<file path="config.mk">
export PLATFORM = sky130hd
export DESIGN_NAME = syzygy_adc_lane_align_flat
export DESIGN_NICKNAME = d
export VERILOG_FILES = /design/src/rtl/syzygy_adc_lane_align_if.sv /design/src/rtl/syzygy_adc_lane_align.sv /design/src/flat_wrapper.sv
export SDC_FILE = /design/constraint.sdc
export NUM_CORES = 1
export LEC_CHECK = 0
export ABC_AREA = 1
export CAP_MARGIN = 20
export CORE_MARGIN = 1
export CORE_UTILIZATION = 61
export CTS_CLUSTER_SIZE = 10
export DETAILED_ROUTE_END_ITERATION = 16
export PLACE_DENSITY = 0.89
export SLEW_MARGIN = 20
export SYNTH_ARGS = -nofsm -noshare
export SYNTH_HDL_FRONTEND = slang
export SYNTH_SLANG_ARGS = --single-unit
</file>
<file path="constraint.sdc">
create_clock -name slow_clk -period 3.2 [get_ports slow_clk]
set_input_delay 0.32 -clock slow_clk [delete_from_list [all_inputs] [get_ports slow_clk]]
set_output_delay 0.32 -clock slow_clk [all_outputs]
set_load 0.05 [all_outputs]
</file>
<file path="src/rtl/syzygy_adc_lane_align_if.sv">
// Sample stream from the lane aligner to the capture logic.
// The master drives valid/data and the slave returns ready.
interface syzygy_adc_lane_align_if;
    logic        m_valid;
    logic [15:0] m_data;
    logic        m_ready;

    modport master (output m_valid, output m_data, input m_ready);
    modport slave  (input m_valid, input m_data, output m_ready);
endinterface

</file>
<file path="src/rtl/syzygy_adc_lane_align.sv">
// Realigns the two ISERDES data lanes of one ADC channel by bitslip_count.
// Merges the lanes into 16-bit samples and buffers them in a first-word-fall-through FIFO.
module syzygy_adc_lane_align #(
    parameter int unsigned FIFO_DEPTH   = 16,
    parameter int unsigned SETTLE_WORDS = 2
) (
    input  logic                        slow_clk,
    input  logic                        reset_n,
    input  logic                        data_valid,
    input  logic [3:0]                  bitslip_count,
    input  logic [7:0]                  lane0_q,
    input  logic [7:0]                  lane1_q,
    input  logic                        clear,
    syzygy_adc_lane_align_if.master     m_if,
    output logic [$clog2(FIFO_DEPTH):0] fifo_level,
    output logic                        overflow,
    output logic                        align_error
);
    localparam int unsigned AW          = $clog2(FIFO_DEPTH);
    localparam logic [3:0]  SETTLE_LOAD = 4'(SETTLE_WORDS);

    typedef enum logic [1:0] {IDLE, SETTLE, RUN} state_e;

    state_e        state_q, state_d;
    logic [3:0]    cnt_q, cnt_d;
    logic [3:0]    bs_prev_q;
    logic [7:0]    cur0_q, prev0_q, align0_q;
    logic [7:0]    cur1_q, prev1_q, align1_q;
    logic [2:0]    tag_q;
    logic          ovf_q, ovf_d;
    logic          aerr_q, aerr_d;
    logic [AW-1:0] wr_ptr_q, rd_ptr_q;
    logic [AW:0]   level_q, level_d;
    logic [15:0]   mem_q [FIFO_DEPTH];

    logic       illegal, run_exit, push, pop, full, empty, push_ok, ovf_set;
    logic [2:0] k;

    // {prev, cur}[15-sh : 8-sh]; sh = 0 yields prev unchanged
    function automatic logic [7:0] align_word(input logic [7:0] prev,
                                              input logic [7:0] cur,
                                              input logic [2:0] sh);
        logic [15:0] cat;
        logic [3:0]  msb;
        cat = {prev, cur};
        msb = 4'd15 - {1'b0, sh};
        return cat[msb -: 8];
    endfunction

    assign k        = bitslip_count[2:0];
    assign illegal  = data_valid && (bitslip_count > 4'd7);
    assign run_exit = (state_q == RUN) && (state_d != RUN);

    always_comb begin
        state_d = state_q;
        cnt_d   = cnt_q;
        if (!data_valid) begin
            state_d = IDLE;
        end else if (illegal) begin
            state_d = SETTLE;
            cnt_d   = SETTLE_LOAD;
        end else begin
            case (state_q)
                IDLE: begin
                    state_d = SETTLE;
                    cnt_d   = SETTLE_LOAD;
                end
                SETTLE: begin
                    if (cnt_q == '0) state_d = RUN;
                    else             cnt_d   = cnt_q - 4'd1;
                end
                RUN: begin
                    if (bitslip_count != bs_prev_q) begin
                        state_d = SETTLE;
                        cnt_d   = SETTLE_LOAD;
                    end
                end
                default: state_d = IDLE;
            endcase
        end
    end

    // A word still in flight when RUN is left is never written, including the one at the FIFO input
    assign push    = tag_q[2] && !run_exit;
    assign empty   = (level_q == '0);
    assign full    = (level_q == (AW+1)'(FIFO_DEPTH));
    assign pop     = !empty && m_if.m_ready;
    assign push_ok = push && (!full || pop);
    assign ovf_set = push && full && !pop;
    assign level_d = level_q + {{AW{1'b0}}, push_ok} - {{AW{1'b0}}, pop};
    assign ovf_d   = ovf_set || (ovf_q && !clear);
    assign aerr_d  = illegal || (aerr_q && !clear);

    always_ff @(posedge slow_clk or negedge reset_n) begin
        if (!reset_n) begin
            state_q   <= IDLE;
            cnt_q     <= '0;
            bs_prev_q <= '0;
            cur0_q    <= '0;
            prev0_q   <= '0;
            align0_q  <= '0;
            cur1_q    <= '0;
            prev1_q   <= '0;
            align1_q  <= '0;
            tag_q     <= '0;
            ovf_q     <= 1'b0;
            aerr_q    <= 1'b0;
            wr_ptr_q  <= '0;
            rd_ptr_q  <= '0;
            level_q   <= '0;
        end else begin
            state_q   <= state_d;
            cnt_q     <= cnt_d;
            bs_prev_q <= bitslip_count;
            cur0_q    <= lane0_q;
            prev0_q   <= cur0_q;
            align0_q  <= align_word(prev0_q, cur0_q, k);
            cur1_q    <= lane1_q;
            prev1_q   <= cur1_q;
            align1_q  <= align_word(prev1_q, cur1_q, k);
            tag_q     <= run_exit ? '0 : {tag_q[1:0], state_q == RUN};
            ovf_q     <= ovf_d;
            aerr_q    <= aerr_d;
            level_q   <= level_d;
            if (push_ok) wr_ptr_q <= wr_ptr_q + AW'(1);
            if (pop)     rd_ptr_q <= rd_ptr_q + AW'(1);
        end
    end

    always_ff @(posedge slow_clk) begin
        if (push_ok) mem_q[wr_ptr_q] <= {align1_q, align0_q};
    end

    assign m_if.m_valid = !empty;
    assign m_if.m_data  = empty ? '0 : mem_q[rd_ptr_q];
    assign fifo_level   = level_q;
    assign overflow     = ovf_q;
    assign align_error  = aerr_q;
endmodule

</file>
<file path="src/flat_wrapper.sv">
// flat-port wrapper written by rule: the top's interface ports become plain ports
module syzygy_adc_lane_align_flat 
#(
    parameter int unsigned FIFO_DEPTH   = 16,
    parameter int unsigned SETTLE_WORDS = 2
)
  (slow_clk, reset_n, data_valid, bitslip_count, lane0_q, lane1_q, clear, fifo_level, overflow, align_error, m_if_m_valid, m_if_m_data, m_if_m_ready);
  syzygy_adc_lane_align_if m_if_i ();
  input  logic slow_clk;
  input  logic reset_n;
  input  logic data_valid;
  input  logic [3:0] bitslip_count;
  input  logic [7:0] lane0_q;
  input  logic [7:0] lane1_q;
  input  logic clear;
  output logic [$clog2(FIFO_DEPTH):0] fifo_level;
  output logic overflow;
  output logic align_error;
  output wire logic [$bits(m_if_i.m_valid)-1:0] m_if_m_valid;
  output wire logic [$bits(m_if_i.m_data)-1:0] m_if_m_data;
  input wire logic [$bits(m_if_i.m_ready)-1:0] m_if_m_ready;
  assign m_if_m_valid = m_if_i.m_valid;
  assign m_if_m_data = m_if_i.m_data;
  assign m_if_i.m_ready = m_if_m_ready;
  syzygy_adc_lane_align #(.FIFO_DEPTH(FIFO_DEPTH), .SETTLE_WORDS(SETTLE_WORDS)) u_core (.slow_clk(slow_clk), .reset_n(reset_n), .data_valid(data_valid), .bitslip_count(bitslip_count), .lane0_q(lane0_q), .lane1_q(lane1_q), .clear(clear), .m_if(m_if_i), .fifo_level(fifo_level), .overflow(overflow), .align_error(align_error));
endmodule
</file>
==> flow_summary.json, run 1 <==
{
  "cp-end-kind": "primary output",
  "slew_viol_final": 0,
  "die-area_sq_mm": 0.0229,
  "via_count": 9124,
  "drc": 0,
  "worst_pin_slew_ps": 956,
  "grt_usage": 0.287,
  "final_common_cell": "edfxtp_1",
  "grt_pass1_vias": 8977,
  "synth_top_family_by_area": "compound AO/OA/AOI/OAI gates",
  "min_period_ps": 3190,
  "postSynthCellCount": 1075,
  "setup_viol": 0,
  "dp_slack_ps": 277,
  "portBuffers": 48,
  "cts_root_buffer": "clkbuf_16",
  "grt_max_degree": 98,
  "yosys.area_share.simple": 0.106,
  "path_class": "reg -> out",
  "cts_setup_buffers": 0,
  "die_x_microns": 151,
  "rsz0062_at_grt": "true",
  "overflow": 0,
  "startpoint_type": "flip-flop",
  "cts_tree": "done",
  "antenna_left": 0,
  "stdcell_area_sq_mm": 0.0155,
  "layout_common_cells": "edfxtp_1, nor2_1, o21ai_0",
  "yosysSeqAreaShare": 0.705,
  "post-route-period-util": 0.996,
  "critPathMaxStageDelay_ps": 640,
  "numCtsBuffers": 39,
  "synth.avg_cell_area_sq_um": 12.7,
  "synth_seq_cells": 332,
  "async_reset_ff_frac": 0.229,
  "routed_wirelength_microns": 31800,
  "synth_xor_area_frac": 0.00579,
  "max-cap-violations": 0,
  "critPathTopFamily": "buffers and inverters",
  "syn2layout_area_growth_pct": 14.0,
  "cp_max_fo": 59,
  "rows": 54,
  "crit_buf_inv": 3,
  "cp.arrival_ps": 2870,
  "antenna_cells": 0,
  "htreeDepth": 2,
  "finClkSkew_ps": 20.9,
  "grt_pass1_wl_microns": 48600,
  "slew_headroom": 0.363,
  "power_density_mw_per_mm2": 889,
  "crit_required_ps": 2880,
  "fmax_mhz": 314,
  "place_area_sq_mm": 0.0144,
  "fin_nets": 1172,
  "finalWorstSetupSlack_ps": 11.6,
  "clock_sinks": 332,
  "drive_gt1_frac": 0.115,
  "antenna_found_initial": 0,
  "clk_path_buf_depth": 3,
  "io_pins": 49,
  "run_status": "finished, final reports clean",
  "leakagePower_uw": 0.00565,
  "routabilityCongestion": 0.872,
  "synth-edff-count": 256,
  "hold_class": "in -> reg",
  "final-hold-violation-count": 0,
  "drt-initial-drc-count": 1267,
  "ys_warn_count": 0,
  "viasPerCell": 6.39,
  "dp_hpwl_microns": 18900,
  "ir_drop_uv": 728,
  "clk_pin_slew_ps": 50,
  "core_area_sq_mm": 0.0218,
  "wl_per_cell_microns": 22.3,
  "synthAdderAreaFrac": 0.0134,
  "slowest_stage": "dfrtp_4",
  "synthMuxAreaShare": 0.00883,
  "synth_area_sq_mm": 0.0136,
  "synth_cell_types": 33,
  "dr.pass1.iters": 6,
  "clk_latency_ps": 520,
  "die_y_microns": 151,
  "synth_compound_gate_area_share": 0.125,
  "syn_nets": 1114,
  "start_util": 0.623,
  "crit_chain": "inv_4 > buf_12 > nor2_1 > o221ai_1 > nand3_1 > a21oi_1 > buf_4",
  "ys.flop_type": "edfxtp_1"
}
what timing repair did:
action / 4_1_cts / 5_1_grt
setup endpoints to repair: 2 / 8
endpoints found under the hold margin: 75 / 0
gates cloned: 0 / 0
gates resized for setup: 1 / 2
hold buffers: 1 / 0
where the power goes:
group,internal (uW),switching [uW]
logic,1490,3180
clock network,2300,1600
registers,4860,354
worst paths after layout:
check	startpoint	to	slack [ps]	cells past startpoint
max in group asynchronous	reset_n	u_core.rd_ptr_q[1]	1970	2
setup / recovery	u_core.rd_ptr_q[0]	m_if_m_data[0]	10	7
hold reg to reg	u_core.cur1_q[0]	u_core.prev1_q[0]	350	0
min in group asynchronous	reset_n	u_core.prev0_q[4]	490	2
hold / removal	lane0_q[4]	u_core.cur0_q[4]	240	1
setup reg to reg	u_core.fifo_level[3]	u_core.fifo_level[4]	330	15
per-stage QoR:
stage               instances   util  setup TNS [ps]  power (uW)  hold WS [ps]
global route             1428  0.710           -24.1       14300           233
finish                   1428  0.710               0       13800           239
detailed placement       1371  0.660               0        9830           341
CTS                      1428  0.710               0       13700           226
global placement         1371  0.660               0        9640           333
floorplan                1075      -               0        8390          24.4
cell families after synthesis:
kind of cell / Yosys count
multiplexers: 12
XOR/XNOR: 9
buffers and inverters: 113
AO/OA/AOI/OAI: 258
adder cells (fa/ha/maj): 14
flip-flops: 332
AND/OR/NAND/NOR: 337
routing by layer:
metal / GRT usage / routed length (microns)
met4: 0.112 / 928
met5: 0 / 0
met1: 0.378 / 11700
met2: 0.470 / 15700
met3: 0.0617 / 3430
cell usage after synthesis, types with 7 or more instances:
cell type  instances  area share
buf_2             17      0.0063
nor2_2            16      0.0074
nand4_1            7      0.0032
nand3_1           58       0.021
mux2i_1           12      0.0088
o221ai_1          64       0.041
clkbuf_1          41       0.011
nor2_1           145       0.040
inv_1             37       0.010
dfrtp_1           76        0.14
ha_1              13       0.012
o21ai_0          101       0.037
xor2_1             9      0.0058
a21oi_1           24      0.0088
edfxtp_1         256        0.57
nand2_1           99       0.027
o21bai_1          64       0.035
nand2_2            7      0.0032
cell type report:
type	instances	area [sq um]
Tap cell	280	350
Fill cell	1316	6320
Clock inverter	2	28.8
Clock buffer	54	1060
Multi-Input combinational cell	630	3520
Inverter	44	173
Sequential cell	332	9600
Timing Repair Buffer	86	767
registers in the layout (all words and copies together) (netlist names), 5 cells and up:
name	flops
u_core.align0_q	8
u_core.align1_q	8
u_core.cur0_q	8
u_core.cur1_q	8
u_core.fifo_level	5
u_core.mem_q	256
u_core.prev0_q	8
u_core.prev1_q	8
worst reg2reg max path, delay by kind of cell, from the launching register on:
kind	cells	cell delay, ps
fa+ha+maj	4	1090
simple gates	6	700
flops	1	400
buf+inv	3	260
compound gates	1	190
xor+xnor	1	150
Note: power is estimated with default switching activity, not from simulation.
==> run 2, diff against run 1 <==
--- a/config.mk
+++ b/config.mk
@@ -12,6 +12,7 @@
 export CTS_CLUSTER_SIZE = 10
 export DETAILED_ROUTE_END_ITERATION = 16
 export PLACE_DENSITY = 0.89
+export SKIP_CTS_REPAIR_TIMING = 1
 export SLEW_MARGIN = 20
 export SYNTH_ARGS = -nofsm -noshare
 export SYNTH_HDL_FRONTEND = slang
==> flow_summary.json, run 2 (synthesized netlist as in run 1, its figures left out) <==
{
  "syn2layout_area_growth_pct": 13.9,
  "path_class": "reg -> out",
  "crit_chain": "inv_4 > buf_12 > nor2_1 > o221ai_1 > nand3_1 > a21oi_1 > buf_4",
  "io_pins": 49,
  "core_area_sq_mm": 0.0218,
  "top_layer_used": "met4",
  "cts_root_buffer": "clkbuf_16",
  "grt_pass1_wl_microns": 48600,
  "die-area_sq_mm": 0.0229,
  "clk_latency_ps": 520,
  "overflow": 0,
  "antenna_left": 0,
  "portBuffers": 48,
  "htreeDepth": 2,
  "power_density_mw_per_mm2": 890,
  "dp_cells": 1371,
  "wl_met1_microns": 11600,
  "routed_wirelength_microns": 31700,
  "final-hold-violation-count": 76,
  "wl_met3_microns": 3560,
  "die_y_microns": 151,
  "holdWs_ps": -55.9,
  "numCtsBuffers": 39,
  "max-cap-violations": 0,
  "hold_class": "in -> async",
  "wl_met2_microns": 15600,
  "r2r_setup_slack_ps": 320,
  "clk_pin_slew_ps": 50,
  "antenna_cells": 0,
  "rows": 54,
  "final_common_cell": "edfxtp_1",
  "slew_headroom": 0.369,
  "run_status": "complete, but fails checks",
  "fin_nets": 1171,
  "cp_max_fo": 59,
  "cp.arrival_ps": 2880,
  "leakagePower_uw": 0.00565,
  "r2r-end": "u_core.fifo_level[4]",
  "violations": "hold timing, setup timing",
  "drc": 0,
  "finalWorstSetupSlack_ps": -4.91,
  "largest_reg_flops": 256,
  "setup_viol": 1,
  "grt_usage": 0.287,
  "routabilityCongestion": 0.872,
  "cp-endpoint": "m_if_m_data[0]",
  "regMostFlops": "u_core.mem_q",
  "via_count": 9163,
  "cp-end-kind": "primary output",
  "fmax_mhz": 312,
  "layout_common_cells": "edfxtp_1, nor2_1, o21ai_0",
  "drt-initial-drc-count": 1235,
  "clk_path_buf_depth": 3,
  "antenna_found_initial": 0,
  "critPathMaxStageDelay_ps": 640,
  "rsz0062_at_grt": "true",
  "crit_required_ps": 2880,
  "clock_sinks": 332,
  "grt_pass1_vias": 8979,
  "grt_max_degree": 98,
  "min_period_ps": 3200,
  "startpoint_type": "flip-flop",
  "post-route-period-util": 1.00,
  "slew_viol_final": 0,
  "viasPerCell": 6.42,
  "wl_per_cell_microns": 22.2,
  "dr.pass1.iters": 6,
  "finalNonFillerCells": 1427,
  "ir_drop_uv": 727,
  "nFillCells": 1317,
  "reg2reg_depth": 15,
  "slowest_stage": "dfrtp_4",
  "finClkSkew_ps": 22.7,
  "worstReg2RegStart": "u_core.fifo_level[3]",
  "die_x_microns": 151,
  "cp-startpoint": "u_core.rd_ptr_q[0]",
  "cts_tree": "done",
  "worst_pin_slew_ps": 946,
  "start_util": 0.623,
  "dp_hpwl_microns": 18900,
  "drive_gt1_frac": 0.115
}
==> run 2: through the flow <==
stage	power (uW)	util	setup slack (ps)	TNS (ps)	cell area (sq um)
floorplan	8390	-	98.3	0	13600
global placement	9640	0.660	389	0	14400
CTS	13700	0.710	-20.6	-29.7	15500
detailed placement	9830	0.660	277	0	14400
global route	14300	0.710	-10.9	-24.1	15500
finish	13800	0.710	-4.91	-4.91	15500
==> run 2: worst max-delay path, delay by kind of cell (launching register included) <==
| kind | cells | cell delay [ps] |
|---|---|---|
| AOI/OAI and AO/OA | 2 | 630 |
| DFF | 1 | 640 |
| buffers and inverters | 3 | 840 |
| and+or+nand+nor | 2 | 220 |
==> run 2: worst min path at each step <==
stage / endpoint
after floorplan: u_core.align0_q[0]
after global placement: u_core.prev0_q[0]
after detailed placement: u_core.prev1_q[0]
after CTS: u_core.align0_q[1]
after global routing: u_core.cnt_q[3]
final: u_core.prev0_q[4]
==> run 2: per-layer routing <==
layer,GRT usage,vias up
met3,0.0623,96
met2,0.469,632
met4,0.114,0
met1,0.377,4422
li1,-,4013
met5,0,-
==> run 2: layout make-up <==
class,instances,area (sq um),share of cell area
Tap cell,280,350,0.0226
Multi-Input combinational cell,630,3520,0.227
Sequential cell,332,9600,0.619
Inverter,44,173,0.0111
Timing Repair Buffer,85,757,0.0489
Clock buffer,54,1060,0.0686
Clock inverter,2,28.8,0.00186
==> run 2: power breakdown <==
part           internal [uW]  leakage (uW)  switching, uW  total [uW]
clock                   2300      0.000530           1600        3890
sequential              4860       0.00321            355        5220
combinational           1490       0.00191           3190        4670
total                   8650       0.00565           5140       13800
